### src/rtl/b2_slide_window_ctrl.sv
// Sliding-window controller: gathers a stream of samples into overlapping
// WIN-sample windows (stride 1) and emits N_OUT windows per frame.
module b2_slide_window_ctrl #(
  parameter int DW    = 7,
  parameter int WIN   = 8,
  parameter int N_OUT = 902
) (
  input  logic          clk,
  input  logic          rst_n_3,
  input  logic          start,
  input  logic          in_valid,
  input  logic [DW-1:0] in_data,
  output logic          in_ready,
  input  logic          out_ready,
  output logic          out_valid,
  output logic [DW-1:0] Slide_data_0,
  output logic [DW-1:0] Slide_data_1,
  output logic [DW-1:0] Slide_data_2,
  output logic [DW-1:0] Slide_data_3,
  output logic [DW-1:0] Slide_data_4,
  output logic [DW-1:0] Slide_data_5,
  output logic [DW-1:0] Slide_data_6,
  output logic [DW-1:0] Slide_data_7,
  output logic          busy,
  output logic          frame_done,
  output logic [9:0]    out_cnt
);

  localparam logic [2:0] IDLE  = 3'd0;
  localparam logic [2:0] FILL  = 3'd1;
  localparam logic [2:0] SLIDE = 3'd2;
  localparam logic [2:0] DRAIN = 3'd3;
  localparam logic [2:0] DONE  = 3'd4;

  localparam int FW = $clog2(WIN) + 1;

  logic [2:0]    state;
  logic [2:0]    state_nxt;
  logic [DW-1:0] hist [WIN-1];
  logic [DW-1:0] win_q [WIN];
  logic [FW-1:0] fill_cnt;
  logic [9:0]    gen_cnt;
  logic          accept;
  logic          handoff;
  logic          frame_start;

  // In SLIDE the window register can take a new window whenever the current
  // one is leaving or the register is empty.
  always_comb begin
    in_ready = 1'b0;
    case (state)
      FILL:    in_ready = 1'b1;
      SLIDE:   in_ready = out_ready | ~out_valid;
      default: in_ready = 1'b0;
    endcase
  end

  assign accept      = in_valid & in_ready;
  assign handoff     = out_valid & out_ready;
  assign frame_start = (state == IDLE) & start;
  assign busy        = (state != IDLE);
  assign frame_done  = (state == DONE);

  always_comb begin
    state_nxt = state;
    case (state)
      IDLE:    if (start) state_nxt = FILL;
      FILL:    if (accept && fill_cnt == FW'(WIN - 2)) state_nxt = SLIDE;
      SLIDE:   if (accept && gen_cnt == 10'(N_OUT - 1)) state_nxt = DRAIN;
      DRAIN:   if (handoff) state_nxt = DONE;
      DONE:    state_nxt = IDLE;
      default: state_nxt = IDLE;
    endcase
  end

  always_ff @(posedge clk or negedge rst_n_3) begin
    if (!rst_n_3) state <= IDLE;
    else          state <= state_nxt;
  end

  always_ff @(posedge clk or negedge rst_n_3) begin
    if (!rst_n_3) begin
      fill_cnt <= '0;
      gen_cnt  <= '0;
      out_cnt  <= '0;
    end else if (frame_start) begin
      fill_cnt <= '0;
      gen_cnt  <= '0;
      out_cnt  <= '0;
    end else begin
      if (state == FILL && accept)  fill_cnt <= fill_cnt + FW'(1);
      if (state == SLIDE && accept) gen_cnt  <= gen_cnt + 10'd1;
      if (handoff)                  out_cnt  <= out_cnt + 10'd1;
    end
  end

  // hist[0] is the oldest retained sample; every accepted sample shifts in at the top.
  always_ff @(posedge clk or negedge rst_n_3) begin
    if (!rst_n_3) begin
      for (int i = 0; i < WIN - 1; i++) hist[i] <= '0;
    end else if (frame_start) begin
      for (int i = 0; i < WIN - 1; i++) hist[i] <= '0;
    end else if (accept) begin
      for (int i = 0; i < WIN - 2; i++) hist[i] <= hist[i + 1];
      hist[WIN-2] <= in_data;
    end
  end

  always_ff @(posedge clk or negedge rst_n_3) begin
    if (!rst_n_3) begin
      for (int i = 0; i < WIN; i++) win_q[i] <= '0;
    end else if (state == SLIDE && accept) begin
      for (int i = 0; i < WIN - 1; i++) win_q[i] <= hist[i];
      win_q[WIN-1] <= in_data;
    end
  end

  // A fresh load wins over a handoff, so back-to-back windows keep out_valid high.
  always_ff @(posedge clk or negedge rst_n_3) begin
    if (!rst_n_3)                      out_valid <= 1'b0;
    else if (state == SLIDE && accept) out_valid <= 1'b1;
    else if (handoff)                  out_valid <= 1'b0;
  end

  assign Slide_data_0 = win_q[0];
  assign Slide_data_1 = win_q[1];
  assign Slide_data_2 = win_q[2];
  assign Slide_data_3 = win_q[3];
  assign Slide_data_4 = win_q[4];
  assign Slide_data_5 = win_q[5];
  assign Slide_data_6 = win_q[6];
  assign Slide_data_7 = win_q[7];

endmodule

### config.mk
export PLATFORM = sky130hd
export DESIGN_NAME = b2_slide_window_ctrl
export DESIGN_NICKNAME = d
export VERILOG_FILES = /design/src/rtl/b2_slide_window_ctrl.sv
export SDC_FILE = /design/constraint.sdc
export NUM_CORES = 1
export LEC_CHECK = 0
export CORE_UTILIZATION = 60
export DETAILED_ROUTE_END_ITERATION = 8
export DONT_BUFFER_PORTS = 1
export GPL_ROUTABILITY_DRIVEN = 0
export PLACE_DENSITY = 0.74
export SYNTH_ARGS = -nofsm -noshare
export SYNTH_HDL_FRONTEND = slang
export SYNTH_SLANG_ARGS = --single-unit
### constraint.sdc
create_clock -name clk -period 2.1 [get_ports clk]
set_input_delay 0.42 -clock clk [delete_from_list [all_inputs] [get_ports clk]]
set_output_delay 0.42 -clock clk [all_outputs]
set_load 0.1 [all_outputs]
# [Word-level counts from Yosys, hierarchy flattened]
# Cells that the tools add are included.
[word_totals] inputBits=12 wordCells=66 reg_bits=133
[classes] eq_ne=10 n_addsub=3 n_reduce_logical=12 bitwise_logic=5 n_mux=16
[op_table] op="49-bit 2-to-1 mux" n=2
[op_table] op="10-bit 2-to-1 mux" n=4
[op_table] op="10-bit by 1-bit adder with 10-bit output, second input constant" n=2
[op_table] op="3-bit 2-to-1 mux" n=4
[op_table] op="3-bit one-hot mux with 4 select lines" n=1
[op_table] op="10-bit equality test, second input constant" n=1
[op_table] op="2-bit nonzero test" n=5
[op_table] op="4-bit 2-to-1 mux" n=2
[op_table] op="2-bit != test, second input constant" n=4
[op_table] op="3-bit by 2-bit equality test with 1-bit output, second input constant" n=2
[op_table] op="4-bit by 1-bit adder with 4-bit output, second input constant" n=1
[op_table] op="4-bit by 3-bit equality test with 1-bit output, second input constant" n=1
[op_table] op="1-bit logical AND" n=4
[op_table] op="4-bit AND reduction" n=1
[op_table] op="1-bit bitwise AND" n=3
[op_table] op="3-bit by 1-bit equality test with 1-bit output, second input constant" n=1
[op_table] op="3-bit equality test, second input constant" n=1
[op_table] op="3-bit logical NOT" n=1
[op_table] op="3-bit nonzero test" n=1
[op_table] op="1-bit 2-to-1 mux" n=2
[op_table] op="1-bit one-hot mux with 2 select lines" n=1
[op_table] op="1-bit NOT" n=1
[op_table] op="1-bit bitwise OR" n=1

# [Depth between registers and ports, before layout]
# Gate-level depths: netlist (run 1).
[logic_depth] depth_word=7 ltp_mapped=7 mapped_depth_nobuf=6

# [Worst setup path before layout (run 1)]
# OpenSTA, ideal clock, no wires.
[synth_path] path_type="reg-to-output" startpoint="register state[0]" endpoint="output port frame_done" required_ns=1.680 t_arrival_ns=2.682 path_buffers=1 setup_slack_ns=-1.002 path_stages_with_launch=3 path_cell_list="dfrtp_1 -> buf_6 -> nor3b_1"
[synth_between] elab_chain_cells=1
[synth_rtl] element="start, declared" line_no="37" rtl="logic [2:0] state;"
[synth_rtl] element="start signal, assigned" line_no="78" rtl="else state <= state_nxt;"
[synth_rtl] element="3-bit equality test" line_no="62" rtl="assign frame_done = (state == DONE);"
[synth_rtl] element="end, declared" line_no="25" rtl="output logic frame_done,"
# Every way passes these cells.

# [Worst setup path after layout (run 1)]
[layout_path] startpoint="register state[0]" endpoint="output port in_ready"
[layout_between] elab_chain_cells=2 word_cells_on_any_way=3 cone_classes="eq/ne: 2; mux: 1"
[layout_rtl] element="3-bit by 2-bit equality test with 1-bit output or 3-bit by 1-bit equality test with 1-bit output (tied branches)" line_no="51" rtl="case (state)"
[layout_rtl] element="1-bit one-hot mux with 2 select lines (*)" line_no="51"
[layout_rtl] element="end, declared" line_no="13" rtl="output logic in_ready,"
# Mark *: on every way between the ends. The rest lies on a longest branch, timed or not.

==> flow_summary.yaml, run 1 <==
status:
  outcome: "finished, violations left"
  violations: "negative hold slack"
setup_path:
  required_ps: 1680
  r2r_setup_slack_ps: 350
  crit_type: "reg2out"
  startpoint_type: "register"
  arrival_ps: 1620
  endpoint_kind: "output port"
  critPathMaxFanout: 7
sta:
  fmax_mhz: 491
  fin_skew_ps: 6.37
  finalCritPeriodShare: 0.970
  holdWs_ps: -394
  hold_viol_final: 133
  rsz0062_at_grt: "false"
  tightest_slew_ps: 932
  finalSetupViolations: 0
  slew_headroom: 0.379
  slew_violations: 0
  fin_crit_ps: 2040
route:
  wl_per_cell_um: 15.7
  drt_iter0_drc: 197
  drtAntennaViolNets: 0
  wl_um: 10300
  vias: 3589
  via_per_inst: 5.44
  dr.pass1.iters: 4
  drc: 0
global_routing:
  grt_pass1_wl_um: 17500
  grt_pass1_vias: 3611
  grt-ovfl-total: 0
  antenna_found_initial: 0
  grt_usage: 0.230
  grt_max_degree: 134
final_layout:
  n_antenna_cell: 0
  syn_to_final_growth_pct: 19.3
  final_common_cell: "dfrtp_1"
  mostFrequentLayoutCells: "dfrtp_1 (130), nand2_1 (71), buf_4 (47)"
  nets: 553
  drive_gt1_frac: 0.270
floorplanning:
  start_util: 0.618
  die_width_um: 99.3
  io_pins: 82
  die_area_mm2: 0.00987
  fp.dieH_um: 99.3
  rows: 35
  core_area_mm2: 0.00920
place:
  portBuffers: 0
  dp_hpwl_um: 6560
clock_network:
  clkTransAtPathRegs_ps: 60
  htreeDepth: 4
  cts_tree: "yes"
  clockBufferDepth: 2
  clkSinkCount: 133
  root_buffer: "clkbuf_8"
  cts_buffers: 17
  clock_latency_ps: 510
logic_synthesis:
  netlist_area_mm2: 0.00568
  synth_edf_count: 0
  ys_async_sr_fraction: 1.00
  synthDistinctLibCells: 42
  yosys_warnings: 0
  synth_nets: 507
  synth_cells: 490
  synth.ff_latch_count: 133
  synth_top_flop_cell: "dfrtp_1"
  syn_avg_cell_area_um2: 11.6
  synth_seq_area_share: 0.586
worst_hold_path:
  hp-class: "in2async"
flow_run:
  drv_cap: 0
## through the flow
stage / setup slack [ps] / area, um^2 / TNS, ps / std cells / utilization
detailed placement: 270 / 6150 / 0 / 625 / 0.669
global route: 12.6 / 6780 / 0 / 660 / 0.737
CTS: 8.13 / 6750 / 0 / 658 / 0.734
floorplan: -22.5 / 5700 / -22.5 / 490 / -
global placement: 293 / 6150 / 0 / 625 / 0.669
finish: 62.7 / 6780 / 0 / 660 / 0.737
## cells in the mapped netlist, types with 2 or more instances
cell type	instances	area [um^2]
a21oi_1	5	25.0
and2_1	3	18.8
and3_1	3	18.8
buf_2	9	45.0
buf_4	5	37.5
buf_6	5	56.3
clkbuf_1	8	30.0
dfrtp_1	133	3330
ha_1	5	62.6
inv_1	32	120
mux2_2	28	315
mux2_4	21	315
mux2i_1	31	310
nand2_1	71	267
nand3_1	14	70.1
nand4_1	6	37.5
nor2_1	35	131
nor2b_1	2	12.5
nor3_1	4	20.0
nor3b_1	2	15.0
o21ai_0	37	185
or3_1	4	25.0
xnor2_1	6	52.6
xor2_1	3	26.3
## worst paths after layout
path                             from    endpoint  cells after the start
setup / recovery             state[0]    in_ready                      4
setup reg to reg             state[1]    hist[14]                      5
min in group clk           in_data[2]     hist[2]                      1
hold / removal                rst_n_3  out_cnt[1]                      0
hold reg to reg            gen_cnt[9]  gen_cnt[9]                      1
max in group asynchronous     rst_n_3    hist[16]                      0
## what timing repair did
action                                  CTS  global route
endpoints found under the setup margin    1             2
gates resized for setup                   1             4
endpoints found under the hold margin   133           133
gates cloned                              0             0
buffers inserted                          1             2
## area by class of cell
type,instances,area [um^2]
multi-input combinational,298,2110
timing repair buffer,54,493
tap,111,139
inverter,32,120
sequential,133,3330
clock buffer,19,442
fill,641,2420
clock inverter,13,146
## registers in the layout, indices dropped and copies added, names as in the netlist
| name | flops |
|---|---|
| Slide_data_3 | 7 |
| Slide_data_7 | 7 |
| fill_cnt | 4 |
| Slide_data_5 | 7 |
| out_cnt | 10 |
| out_valid | 1 |
| gen_cnt | 10 |
| Slide_data_1 | 7 |
| Slide_data_0 | 7 |
| Slide_data_4 | 7 |
| hist | 49 |
| Slide_data_2 | 7 |
| Slide_data_6 | 7 |
| state | 3 |
## kinds of logic (layout without fill, tap and decap cells)
logic type,count (synthesis),in the layout,share of synthesized area
simple gates,155,155,0.126
flops,133,133,0.586
mux,80,80,0.166
xor+xnor,9,9,0.0139
compound gates,49,49,0.0471
buf+inv,59,118,0.0508
fa+ha+maj,5,5,0.0110
## critical path, cell delays in order, from the launching register on
cell     delay, ps
dfrtp_2        440
and2b_4        300
a21oi_4         70
nor2_4         120
buf_12         180
## metal layers
metal	track usage	vias to the layer above	wire length, um	share of wire
met5	0	-	0	0
met4	0.0916	0	170	0.016
met3	0.0527	17	505	0.049
met2	0.381	85	5020	0.49
met1	0.295	1753	4640	0.45
li1	-	1734	-	-
Power of run 1 is left out: the tool's default activity adds up to more than one toggle a clock period on the data nets, which glitch-free logic cannot reach.
==> run 2: changes to the inputs <==
CORE_UTILIZATION = 30   (was 60)
PLACE_DENSITY = 0.42   (was 0.74)
SETUP_SLACK_MARGIN = 0.02   (was default)
==> run 2 against run 1 <==
  * Fmax increased by 3.9%
  * Cell area up 1.6%
  * Die area up 98%
  * The run still ends with negative hold slack left
  * Worst setup slack better by 77 ps
  * Count of clock-buffer cells in the layout grew 3
  * Critical path depth stayed put
  * Largest cell class unchanged
  * Global-route usage down 9.8 points
  * Final cell count rose by 18%
  * Sequential share of layout area decreased by 0.79 points
  * Critical endpoint unchanged
  * Register-to-register slack got worse by 20 ps
  * Via count is 2.2% lower
==> flow_summary.yaml, run 2 (synthesis results as in run 1) <==
sta:
  holdWs_ps: -298
  slew_violations: 0
  setup_ws_ps: 140
  rsz0062_at_grt: "false"
  tightest_slew_ps: 967
  finalCritPeriodShare: 0.934
  finalSetupViolations: 0
  setup_tns_ps: 0
  slew_headroom: 0.355
  fmax_mhz: 510
  fin_skew_ps: 10.2
  fin_crit_ps: 1960
  hold_viol_final: 133
setup_path:
  r2r_setup_slack_ps: 330
  arrival_ps: 1540
  startpoint_type: "register"
  critPathMaxFanout: 8
  crit_type: "reg2out"
  required_ps: 1680
  endpoint_kind: "output port"
global_routing:
  grt_max_degree: 134
  grt_pass1_vias: 3697
  grtUsageMet3: 0.0533
  grt.met1_usage: 0.167
  antenna_found_initial: 0
  grt-ovfl-total: 0
  grt_pass1_wl_um: 19800
  grtUsageMet2: 0.200
  grt.busiest_layer: "met2"
  grt_usage: 0.131
floorplanning:
  start_util: 0.311
  core_area_mm2: 0.0183
  fp.dieH_um: 140
  die_width_um: 140
  rows: 49
  die_area_mm2: 0.0195
  io_pins: 82
route:
  drc: 0
  vias: 3511
  wl_per_cell_um: 15.1
  dr.pass1.iters: 4
  via_per_inst: 4.52
  drt_iter0_drc: 183
  wl_um: 11700
  drtAntennaViolNets: 0
clock_network:
  clockBufferDepth: 2
  root_buffer: "clkbuf_16"
  clkTransAtPathRegs_ps: 60
  clkSinkCount: 133
  clock_latency_ps: 410
  cts_buffers: 17
  htreeDepth: 4
  cts_tree: "yes"
place:
  dp_hpwl_um: 7610
  portBuffers: 0
  pre_cts_ws_ps: 279
flow_run:
  drv_cap: 0
final_layout:
  syn_to_final_growth_pct: 21.2
  fillers: 1784
  top_regs: "hist: 49 flops, gen_cnt: 10 flops, out_cnt: 10 flops"
  mostFrequentLayoutCells: "dfrtp_1 (130), nand2_1 (70), buf_4 (44)"
  nets: 551
  largest_reg_flops: 49
  top_register: "hist"
  utilization: 0.377
  final_common_cell: "dfrtp_1"
  drive_gt1_frac: 0.260
  n_antenna_cell: 0
worst_hold_path:
  hp-class: "in2async"
status:
  violations: "negative hold slack"
  outcome: "finished, violations left"
-- run 2: layer usage --
layer	vias to the layer above	wire [um]	share of wire
met2	81	5380	0.46
met4	0	136	0.012
li1	1720	-	-
met3	9	859	0.073
met1	1701	5370	0.46
met5	-	0	0
-- run 2: critical path, stage by stage (launching register included) --
cell     delay (ps)
dfrtp_2         470
and2b_4         220
a21oi_2         200
nor2_4           60
buf_12          170
-- run 2: cell type report --
| class | count | area, um^2 | share of cell area |
|---|---|---|---|
| Clock buffer | 22 | 454 | 0.0659 |
| Multi-Input combinational cell | 298 | 2100 | 0.305 |
| Inverter | 32 | 120 | 0.0174 |
| Sequential cell | 133 | 3330 | 0.484 |
| Tap cell | 229 | 287 | 0.0416 |
| Timing Repair Buffer | 52 | 490 | 0.0712 |
| Clock inverter | 10 | 106 | 0.0154 |
-- run 2: path summary, 6_finish.rpt --
check / start / endpoint / cells after the start
max: state[1] / in_ready / 4
min: rst_n_3 / out_cnt[4] / 0
max reg2reg: state[1] / hist[30] / 5
min reg2reg: gen_cnt[9] / gen_cnt[9] / 1
max in group asynchronous: rst_n_3 / hist[8] / 0
min in group clk: in_data[2] / hist[2] / 1
-- run 2: what timing repair did --
action                                  4_1_cts  5_1_grt
hold endpoints to repair                    133      133
endpoints found under the setup margin        0        2
resized for setup                             0        3
buffers inserted                              0        1
-- run 2: metrics by stage --
stage	cells	hold slack (ps)	cell area, um^2
after floorplan	490	124	5700
after global placement	743	129	6300
after detailed placement	743	129	6300
after CTS	775	-318	6860
after global routing	776	-325	6890
final	776	-298	6890
Power of run 2 is left out for the same reason.
==> run 3: changes to the inputs <==
CAP_MARGIN = 20   (was default)
==> results of run 3 <==
The final DEF is identical to that of run 2; final timing and power are the same.
Power of run 3 is left out for the same reason.
